$ cat src/rtl/prog_hex_dump.sv
// Streams words of a program RAM out as ASCII hex text, one word per line,
// through a valid/ready byte interface.
module prog_hex_dump #(
   parameter int ADDR_W = 8,
   parameter int DATA_W = 16,
   parameter int UPPER  = 0
) (
   input  logic              clk,
   input  logic              rst_n,
   input  logic              start,
   input  logic [ADDR_W:0]   count,
   output logic              busy,
   output logic              done,
   output logic              mem_rd_en,
   output logic [ADDR_W-1:0] mem_addr,
   input  logic [DATA_W-1:0] mem_rdata,
   output logic [7:0]        tx_data,
   output logic              tx_valid,
   input  logic              tx_ready
);
   localparam int              DIGITS = DATA_W / 4;
   localparam int              DCNT_W = $clog2(DIGITS + 1);
   localparam logic [ADDR_W:0] DEPTH  = {1'b1, {ADDR_W{1'b0}}};

   typedef enum logic [2:0] {S_IDLE, S_READ, S_CAPT, S_SEND, S_EOL, S_FIN} state_t;

   state_t              r_state;
   logic [ADDR_W:0]     r_cnt;
   logic [ADDR_W:0]     r_idx;
   logic [DATA_W-1:0]   r_shift;
   logic [DCNT_W-1:0]   r_dig;
   logic                r_busy;
   logic                r_done;
   logic                r_rd_en;
   logic [ADDR_W-1:0]   r_addr;
   logic [7:0]          r_tx_data;
   logic                r_tx_valid;

   logic                w_xfer;
   logic [DATA_W-1:0]   w_shift_nxt;
   logic [ADDR_W:0]     w_idx_nxt;

   function automatic logic [7:0] hex_ascii(input logic [3:0] n);
      if (n < 4'd10)
         return 8'h30 + {4'h0, n};
      else if (UPPER != 0)
         return 8'h37 + {4'h0, n};
      else
         return 8'h57 + {4'h0, n};
   endfunction

   assign w_xfer      = r_tx_valid & tx_ready;
   assign w_shift_nxt = {r_shift[DATA_W-5:0], 4'h0};
   assign w_idx_nxt   = r_idx + {{ADDR_W{1'b0}}, 1'b1};

   // Dump sequencer: every output is a register updated on the state transition
   always_ff @(posedge clk or negedge rst_n) begin
      if (!rst_n) begin
         r_state    <= S_IDLE;
         r_cnt      <= '0;
         r_idx      <= '0;
         r_shift    <= '0;
         r_dig      <= '0;
         r_busy     <= 1'b0;
         r_done     <= 1'b0;
         r_rd_en    <= 1'b0;
         r_addr     <= '0;
         r_tx_data  <= 8'h00;
         r_tx_valid <= 1'b0;
      end else begin
         r_done  <= 1'b0;
         r_rd_en <= 1'b0;
         case (r_state)
            S_IDLE: begin
               if (start) begin
                  r_idx <= '0;
                  if (count == '0) begin
                     r_done  <= 1'b1;
                     r_state <= S_FIN;
                  end else begin
                     r_cnt   <= (count > DEPTH) ? DEPTH : count;
                     r_busy  <= 1'b1;
                     r_rd_en <= 1'b1;
                     r_addr  <= '0;
                     r_state <= S_READ;
                  end
               end
            end
            S_READ: r_state <= S_CAPT;
            // RAM data is valid in this cycle, one cycle after the read strobe
            S_CAPT: begin
               r_shift    <= mem_rdata;
               r_dig      <= DCNT_W'(DIGITS);
               r_tx_data  <= hex_ascii(mem_rdata[DATA_W-1 -: 4]);
               r_tx_valid <= 1'b1;
               r_state    <= S_SEND;
            end
            S_SEND: begin
               if (w_xfer) begin
                  r_shift <= w_shift_nxt;
                  r_dig   <= r_dig - DCNT_W'(1);
                  if (r_dig == DCNT_W'(1)) begin
                     r_tx_data <= 8'h0A;
                     r_state   <= S_EOL;
                  end else begin
                     r_tx_data <= hex_ascii(w_shift_nxt[DATA_W-1 -: 4]);
                  end
               end
            end
            S_EOL: begin
               if (w_xfer) begin
                  r_idx      <= w_idx_nxt;
                  r_tx_valid <= 1'b0;
                  if (w_idx_nxt == r_cnt) begin
                     r_busy  <= 1'b0;
                     r_done  <= 1'b1;
                     r_state <= S_FIN;
                  end else begin
                     r_rd_en <= 1'b1;
                     r_addr  <= w_idx_nxt[ADDR_W-1:0];
                     r_state <= S_READ;
                  end
               end
            end
            S_FIN:   r_state <= S_IDLE;
            default: r_state <= S_IDLE;
         endcase
      end
   end

   assign busy      = r_busy;
   assign done      = r_done;
   assign mem_rd_en = r_rd_en;
   assign mem_addr  = r_addr;
   assign tx_data   = r_tx_data;
   assign tx_valid  = r_tx_valid;

endmodule

$ cat config.mk
export PLATFORM = sky130hd
export DESIGN_NAME = prog_hex_dump
export DESIGN_NICKNAME = d
export VERILOG_FILES = /design/src/rtl/prog_hex_dump.sv
export SDC_FILE = /design/constraint.sdc
export NUM_CORES = 1
export LEC_CHECK = 0
export CORE_ASPECT_RATIO = 1.1
export CORE_UTILIZATION = 30
export DETAILED_ROUTE_END_ITERATION = 6
export GPL_ROUTABILITY_DRIVEN = 0
export GPL_TIMING_DRIVEN = 0
export PLACE_DENSITY = 0.56
export SLEW_MARGIN = 20
export SYNTH_ARGS = -nofsm -noshare
export SYNTH_HDL_FRONTEND = slang
export SYNTH_SLANG_ARGS = --single-unit
$ cat constraint.sdc
create_clock -name clk -period 2.05 [get_ports clk]
set_input_delay 0.205 -clock clk [delete_from_list [all_inputs] [get_ports clk]]
set_output_delay 0.205 -clock clk [all_outputs]
set_load 0.005 [all_outputs]
==> results by stage, run 1 <==
Clock tree:
- The clock-pin slew on the worst setup and hold paths is about 0.1 ns.
- The total CTS buffers is 5.
- TritonCTS built the clock tree.
- The clock network latency to the later pin of the worst-skew pair is 0.31 ns.
- CTS placed an instance of sky130_fd_sc_hd__clkbuf_8 at the clock tree root.
- For this design, the sink count on the clock tree is 55.
- In this run the deepest clock path goes through 2 buffers.
- The number of levels in the clock H-tree is 2.

Synth:
- The number of warnings issued by yosys is 0.
- Counting every net in the synthesized netlist gives 380.
- The count of different cell masters after synthesis is between 50 and 60.
- The commonest cells after synthesis are 55 x sky130_fd_sc_hd__dfrtp_1, 43 x sky130_fd_sc_hd__nand2_1, 34 x sky130_fd_sc_hd__nor2_1.
- sky130_fd_sc_hd__dfrtp_1 takes more of the synthesized area than any other cell.
- The most instantiated library cell after synthesis is sky130_fd_sc_hd__dfrtp_1.
- The flip-flop and latch count after synthesis is 55.
- For this run, the register share of the synthesized area comes to 0.4523.
- The proportion of register bits with asynchronous set or reset after synthesis is 1.000.
- The main flop type after synthesis is sky130_fd_sc_hd__dfrtp_1.
- The number of enable flip-flop cells after synthesis is 0.
- The post-synthesis average cell area is around 8.8 sq um.
- Yosys attributes the largest share of cell area to sky130_fd_sc_hd__dfrtp_1 45%, sky130_fd_sc_hd__nand2_1 5.3%, sky130_fd_sc_hd__o21ai_0 5.1%.
- Summing every instance area after synthesis gives between 3000 and 4000 sq um.
- The number of cells produced by synthesis is about 350.
- The share of Yosys cell area claimed by the top area cell type is 0.4523.

Detailed routing:
- The total wire length is around 7600 um.
- The number of remaining DRC errors is 2.
- The pre-antenna-repair detailed-routing pass consisted of 7 iterations.
- The violation count after the first detailed-route iteration is 106.
- The routed via count divided by cell count is between 5 and 6.
- The routed length per instance is 14.40 um.
- In this run the remaining antenna-violating nets after routing total 0.
- The vias after detailed routing is 2687.

GRT:
- The total overflow left after global routing is 0.
- The combined global-route utilization of all metal layers is 0.1488.
- The maximum number of pins on one net before global-route repair is 56.
- The first global-routing pass estimated about 13000 um of wire.
- The initial antenna violation count came to 0.
- The via count of the first global-routing pass is 2629.

Timing:
- The worst pin sits at a relative slew slack of 0.5235.
- The number of endpoints failing setup at the final stage is 10.
- The transition at the pin with the smallest max-transition slack is 0.7147 ns.
- The worst hold margin is 0.4737 ns.
- Setup repair after global routing could not meet its margin everywhere.
- The clock period minus worst slack is 2.201 ns.
- Static timing analysis puts the maximum clock frequency at 454.4 MHz.
- The worst path setup slack after routing is -0.1508 ns.
- Dividing the final minimum period by the clock period gives 1.074.
- The count of final max-slew check failures is 0.
- The worst clock skew is ~0.0054 ns.
- The final count of hold timing violations is 0.

Power and ir drop:
- The share of total power in combinational logic is 0.438.
- The share of total power dissipated in the clock network is 0.182.
- The total power is 4.703 mW.
- The relative contribution of sequential cells to total power is 0.379.
- For this design the total switching power over the nets is around 1.7 mW.
- Of the total power, the share spent switching nets is 0.3635.
- The leakage power of the design is around 1.7 nW.
- The worst-case IR drop observed on VDD is 524.3 uV.
- The internal portion of the total power is 2.994 mW.
- The power density over the cells is 1170 nW/um^2.

Floorplanning:
- The initial cell density of the core is 0.3092.
- The die covers 10550 sq um.
- The boundary pin count is 49.
- The width of the chip is 98.03 um.
- The core area is 9842 sq um.
- The die is 107.6 um tall.
- After floorplanning, the core was divided into 38 placement rows.

Critical path:
- The startpoint-to-endpoint class of the critical path is flip-flop to flip-flop.
- The source of the worst register-to-register timing path is r_idx[1].
- Along the worst path, the maximum fanout reaches 6.
- The destination of the worst register-to-register timing path is mem_addr[3].
- The library cell contributing the largest single delay on the critical path is sky130_fd_sc_hd__dfrtp_2.
- STA classifies the critical path startpoint as a flip-flop.
- For the worst setup path, the data arrival time is 2.39 ns.
- In this run the worst setup path terminates at mem_addr[3].
- Traced cell by cell, the critical path runs through ha_4, and3_4, a22o_1, a221o_1, or3_4, nor2_4, o32ai_1.
- The worst setup path is captured at a flip-flop.
- The critical path data required time is 2.24 ns.
- On the worst path, the slowest cell contributes a delay of between 0.4 and 0.5 ns.
- Tracing the worst setup path back leads to its startpoint at r_idx[1].
- The worst register-to-register path has a depth of 7.
- In this run the register-to-register setup slack is -0.15 ns.

Placement:
- The number of buffers added on ports is 47.
- The count of placed standard cells including taps is 513.
- Once detailed placement completed, the half-perimeter wirelength came to 5562 um.

Final layout:
- The filler cell count is 1005.
- Summing all flip-flop and latch instances after layout gives 1379 sq um.
- Once layout is complete, the cells apart from fillers number 530.
- The fraction of final layout cells with drive strength greater than 1 is 0.1561.
- The number of antenna diodes is 0.
- In the final design database the tool counted 443 nets.
- The area of the multi-input gates is 1665 sq um.
- The area growth from synthesis to layout is 32.15%.

Job:
- The number of violations of the max-capacitance limit is 0.

Outcome:
- The run finished, with violations left.
- The checks that failed: DRC, setup timing.

Worst hold path:
- The worst min-delay path class is input pin to flip-flop.
- Counting instances, the worst hold path has a depth of 3.
[per-stage QoR]
step	utilization	setup slack, ns	area (sq um)	setup TNS (ns)
2_1_floorplan	-	-0.06769	3057	-0.4716
3_3_place_gp	0.3736	-1.238	3677	-61.25
3_5_place_dp	0.3734	-0.2786	3675	-4.914
4_1_cts	0.3928	-0.1556	3866	-1.303
5_1_grt	0.4086	-0.2517	4021	-2.100
6_report	0.4086	-0.1508	4021	-1.220
[registers in the layout, summed over array words and instances, names as in the netlist, 3 cells and up]
signal / cells
r_cnt: 9
tx_data: 7
r_state: 3
mem_addr: 8
r_shift: 12
r_dig: 3
r_idx: 9
[power by group through the flow]
stage | Sequential, mW | Clock (mW) | Combinational [mW]
6_report | 1.78 | 0.857 | 2.06
5_1_grt | 1.83 | 0.922 | 2.31
4_1_cts | 1.78 | 0.876 | 1.90
3_5_place_dp | 1.80 | 0 | 1.88
3_3_place_gp | 1.79 | 0 | 1.84
2_1_floorplan | 1.74 | 0 | 1.18
[cells by family (layout without fill, tap and decap cells)]
| kind of cell | Yosys count | after routing | share of synthesized area |
|---|---|---|---|
| AND/OR/NAND/NOR | 134 | 134 | 0.2175 |
| XOR/XNOR | 19 | 19 | 0.05469 |
| buffers and inverters | 33 | 97 | 0.04811 |
| AO/OA/AOI/OAI | 99 | 99 | 0.2056 |
| flip-flops | 55 | 55 | 0.4523 |
| adder cells (fa/ha/maj) | 5 | 5 | 0.02056 |
| other | 1 | 1 | 0.001232 |
[how the worst min path moves through the flow]
stage | startpoint | to | slack [ns]
2_1_floorplan | rst_n | busy | -0.09
3_3_place_gp | busy | busy | 0.46
3_5_place_dp | rst_n | mem_addr[4] | 0.32
4_1_cts | count[7] | r_cnt[7] | 0.46
5_1_grt | mem_rdata[3] | r_shift[3] | 0.49
6_report | count[6] | r_cnt[6] | 0.47
[cell type report]
| cell class | count | area share |
|---|---|---|
| clock buffers | 6 | 0.01805 |
| repair buffers | 57 | 0.1357 |
| well taps | 120 | 0.03734 |
| inverters | 17 | 0.01587 |
| multi-input cells | 258 | 0.4141 |
| clock inverters | 2 | 0.01493 |
| plain buffers | 15 | 0.02116 |
| flip-flops and latches | 55 | 0.3429 |
[repair_timing]
item,4_1_cts,5_1_grt
resized for setup,8,32
pin swaps,3,4
hold buffers,1,0
setup buffers,3,6
hold endpoints to repair,55,0
endpoints found under the setup margin,38,40
[placed cells by master (no fill, tap or decap), types with 9 or more instances in the layout]
cell,n
sky130_fd_sc_hd__a21oi_1,26
sky130_fd_sc_hd__buf_4,13
sky130_fd_sc_hd__clkdlybuf4s50_1,46
sky130_fd_sc_hd__dfrtp_1,53
sky130_fd_sc_hd__inv_1,17
sky130_fd_sc_hd__nand2_1,42
sky130_fd_sc_hd__nand3_1,10
sky130_fd_sc_hd__nor2_1,28
sky130_fd_sc_hd__nor3_1,9
sky130_fd_sc_hd__o21ai_0,30
sky130_fd_sc_hd__xnor2_1,10
[per-layer routing]
metal / vias to the layer above / global-route usage / share of wire
met5: - / 0 / 0
met2: 64 / 0.2651 / 0.52
met3: 9 / 0.02857 / 0.039
met4: 0 / 0.05195 / 0.012
met1: 1278 / 0.1785 / 0.43
li1: 1336 / - / -
[critical path, delay by kind of cell, from the launching register on]
family	cells	cell delay, ns
flops	1	0.45
simple gates	3	0.76
compound gates	3	0.69
fa+ha+maj	1	0.19
Note: power is estimated with default switching activity, not from simulation.
==> run 2: changes to the inputs <==
Settings changed: ABC_AREA set to 1.
==> run 2 against run 1 <==
Against the previous run:
- cell area decreased by 6.2%
- critical endpoint is now done
- cell count up 4.0%
- worst hold slack worse by 0.15 ns
- via count is 1.7% lower
- the flow now finishes without violations
- total power down 6.1%
- critical path depth increased by 6
- combinational power is 5% lower
- setup slack improved by 0.25 ns
- critical path type unchanged
- sequential power decreased by 5%
- sequential share of layout area grew 2.2 points
==> results by stage, run 2 <==
Critical path:
- STA classifies the critical path endpoint as a flip-flop.
- The library cell contributing the largest single delay on the critical path is sky130_fd_sc_hd__dfrtp_1.
- For the worst flop-to-flop path, the logic depth is 13.
- At the worst endpoint, the required time is around 2.3 ns.
- The register-to-register path setup slack is about 0.10 ns.
- Walking the worst path, the cells encountered are ha_2, inv_1, nand2_1, nand2_1, nand2_1, nand2_1, nor2_1, nand2_1, inv_1, nand2_2, nor2_4, nand2_4, o21ai_0.
- The worst setup path is launched from a flip-flop.
- Among the stages of the critical path, the cell type that occurs most often is sky130_fd_sc_hd__nand2_1.
- The source of the worst register-to-register timing path is r_idx[0].
- The destination of the worst register-to-register timing path is done.
- The number of buffer and inverter stages on the critical path is 2.
- The critical path in this run is classified as flip-flop to flip-flop.
- Along the worst path, the maximum fanout reaches 5.
- The arrival time at the worst endpoint is 2.16 ns.
- For this run, the slowest stage of the critical path takes 0.45 ns.
- The critical path endpoint is done.
- The cell family contributing the most delay on the critical path is simple AND/OR/NAND/NOR gates.
- The number of cells on the critical path is 13.
- The beginning of the critical path is r_idx[0].

Floorplanning:
- The standard-cell row count is 37.
- In this run the vertical extent of the chip is 107.0 um.
- The floorplan step defined a core boundary enclosing 9537 sq um.
- For this configuration, the core starts out at a cell density of 0.3153.
- The width of the chip is ~100 um.
- The boundary pin count is 49.
- The total die area is about 10000 sq um.

Final layout:
- In the layout the commonest cells are 93 x sky130_fd_sc_hd__nand2_1, 55 x sky130_fd_sc_hd__dfrtp_1, 46 x sky130_fd_sc_hd__clkdlybuf4s50_1, 40 x sky130_fd_sc_hd__inv_1, 38 x sky130_fd_sc_hd__o21ai_0.
- The register name with the most flops is r_shift.
- The commonest non-fill, non-tap cell in the layout is sky130_fd_sc_hd__nand2_1.
- The area growth from synthesis to final layout is 25.43%.
- At the end of the flow, the number of nets in the layout was 467.
- The filler cell count is 997.
- The number of flip-flops in the largest register is 12.
- The number of antenna diodes is 0.
- The area of the multi-input gates is 1410 sq um.
- In the final layout, the share of cells above drive strength 1 is 0.1313.
- The largest registers in the layout are r_shift (12), r_cnt (9), r_idx (9).
- The finished cells cover 3771 sq um.
- Registers take 1376 sq um.

Synth:
- sky130_fd_sc_hd__dfrtp_1 takes more of the synthesized area than any other cell.
- For this run, the register share of the synthesized area comes to 0.4578.
- The most instantiated library cell after synthesis is sky130_fd_sc_hd__nand2_1.
- The share of Yosys cell area claimed by the top area cell type is 0.4578.
- By area the synthesized netlist is led by sky130_fd_sc_hd__dfrtp_1 46%, sky130_fd_sc_hd__nand2_1 12%, sky130_fd_sc_hd__o21ai_0 6.3%.
- Counting every instance in the synthesized netlist gives 377.
- In this run, synthesis produced a sequential element count of 55.
- After synthesis, the share of flip-flops with an asynchronous set or reset is 1.000.
- By count the netlist is led by 93 x sky130_fd_sc_hd__nand2_1, 55 x sky130_fd_sc_hd__dfrtp_1, 40 x sky130_fd_sc_hd__inv_1.
- When the netlist entered floorplanning its net count stood at 411.
- In the synthesized netlist the dominant register cell turns out to be sky130_fd_sc_hd__dfrtp_1.
- The number of enable flip-flop cells after synthesis is 0.
- The number of warnings issued by yosys is 0.
- Dividing the synthesized area by the synthesized cell count gives between 7 and 8 sq um.
- After synthesis the cells add up to 3007 sq um.
- The synthesized netlist contains 33 unique library cells.

Worst hold path:
- The worst min-delay path class is input pin to asynchronous set/reset pin.

Timing:
- The worst clock skew is 0.01572 ns.
- The final count of hold timing violations is 0.
- The count of final max-slew check failures is 0.
- The number of endpoints failing setup at the final stage is 0.
- The maximum clock rate is ~500 MHz.
- The worst path in the final design needs a cycle of approximately 2 ns, including I/O delays and setup.
- Summed over all failing endpoints, the final setup total negative slack is 0 ns.
- Setup repair after global routing left no endpoint under its margin.
- At the pin with the least slew margin, the transition time is 0.5378 ns.
- The worst path setup slack after routing is 0.09967 ns.
- The worst-case headroom to the max-slew limit is 0.6415.
- The final cycle utilization of the critical path is 0.9514.

Clock tree:
- After clock tree synthesis, the setup repair step added 0 buffers.
- Clock-pin slew was measured on the worst setup and hold paths at 0.10 ns.
- For the worst-skew pair, the clock arrives at the later sink with an insertion delay of 0.32 ns.
- The root buffer selected by CTS is sky130_fd_sc_hd__clkbuf_8.
- The H-tree was split into 2 levels.
- The CTS tree is done.
- Counting the buffers created by CTS gives 5.
- In this run the deepest clock path goes through 2 buffers.
- The tree built by TritonCTS fans out to 55 sinks.

Power and ir drop:
- The maximum resistive drop on vdd is 444.1 uV.
- The leakage power of the design is 1.703 nW.
- In this run the power density over the cells is between 1000 and 1500 nW/um^2.

GRT:
- The global-route wire length before repair is 12350 um.
- The combined global-route utilization of all metal layers is 0.1459.
- The remaining global-route overflow is 0.
- The via count of the first global-routing pass came to 2696.
- The initial antenna violation count is 0.
- Entering global routing, the biggest net connects 33 pins.

Outcome:
- The run finished with clean final reports.

Job:
- The tool flagged a number of max-cap violations equal to 0.

Detailed routing:
- The total wire length is 7064 um.
- The routed length per instance is 12.82 um.
- The violation count after the first detailed-route iteration is 90.
- Dividing the detail-routed via count by the number of cells gives 4.795.
- The length of the first detailed-routing pass in iterations is 4.
- The number of remaining DRC errors is 0.
- The remaining antenna violation count is 0.
- The vias after detailed routing is ~2600.

Placement:
- After detailed placement, the total cell area comes to 3641 sq um.
- Detailed placement finished with a half-perimeter wire length of 5552 um.
- The number of buffers added on ports is 47.
- The worst-case setup slack after placement is -0.04590 ns.
## run 2: cell type report
class                           instances  share of cell area
Sequential cell                        55              0.3650
Multi-Input combinational cell        266              0.3739
Clock inverter                          2            0.009290
Tap cell                              117             0.03882
Inverter                               48             0.04778
Buffer                                  8             0.01128
Clock buffer                            6             0.02190
Timing Repair Buffer                   49              0.1321
## run 2: power breakdown
group | internal, mW | total, mW | switching, mW | leakage [nW]
Clock | 0.396 | 0.768 | 0.372 | 0.0612
Combinational | 0.773 | 1.95 | 1.18 | 0.936
Sequential | 1.46 | 1.69 | 0.231 | 0.706
Total | 2.63 | 4.42 | 1.78 | 1.70
## run 2: cell families after synthesis
group	share of synthesized area
compound gates	0.1253
fa+ha+maj	0.02081
buf+inv	0.07407
flops	0.4578
mux	0.003745
other cells	0.001247
simple gates	0.3171
## run 2: how the worst min path moves through the flow
stage / to / start
2_1_floorplan: busy / rst_n
3_3_place_gp: r_shift[1] / r_shift[1]
3_5_place_dp: r_idx[2] / rst_n
4_1_cts: r_idx[0] / rst_n
5_1_grt: r_idx[2] / rst_n
6_report: r_idx[2] / rst_n
## run 2: stage by stage
step	cells	util	hold WS, ns	total power [mW]
finish	551	0.3954	0.3274	4.417
global route	551	0.3954	0.3484	4.821
CTS	551	0.3952	0.3491	4.473
detailed placement	542	0.3818	0.1401	3.695
global placement	541	0.3800	0.4596	3.663
floorplan	377	-	-0.09059	3.000
## run 2: routing by layer
| layer | vias up | track usage | share of wire |
|---|---|---|---|
| met5 | - | 0 | 0 |
| li1 | 1338 | - | - |
| met3 | 7 | 0.02999 | 0.033 |
| met4 | 0 | 0.03361 | 0.010 |
| met2 | 46 | 0.2647 | 0.50 |
| met1 | 1251 | 0.1772 | 0.46 |
## run 2: timing repair
action | CTS | global route
hold buffers | 1 | 0
setup endpoints to repair | 0 | 4
gates resized for setup | 0 | 1
hold endpoints to repair | 23 | 0
## run 2: worst register-to-register path, cell delays in order, from the launching register on
cell                      delay [ns]
sky130_fd_sc_hd__dfrtp_1        0.45
sky130_fd_sc_hd__ha_2           0.27
sky130_fd_sc_hd__inv_1          0.05
sky130_fd_sc_hd__nand2_1        0.08
sky130_fd_sc_hd__nand2_1        0.08
sky130_fd_sc_hd__nand2_1        0.06
sky130_fd_sc_hd__nand2_1        0.05
sky130_fd_sc_hd__nor2_1         0.12
sky130_fd_sc_hd__nand2_1        0.08
sky130_fd_sc_hd__inv_1          0.06
sky130_fd_sc_hd__nand2_2        0.05
sky130_fd_sc_hd__nor2_4         0.15
sky130_fd_sc_hd__nand2_4        0.10
sky130_fd_sc_hd__o21ai_0        0.24
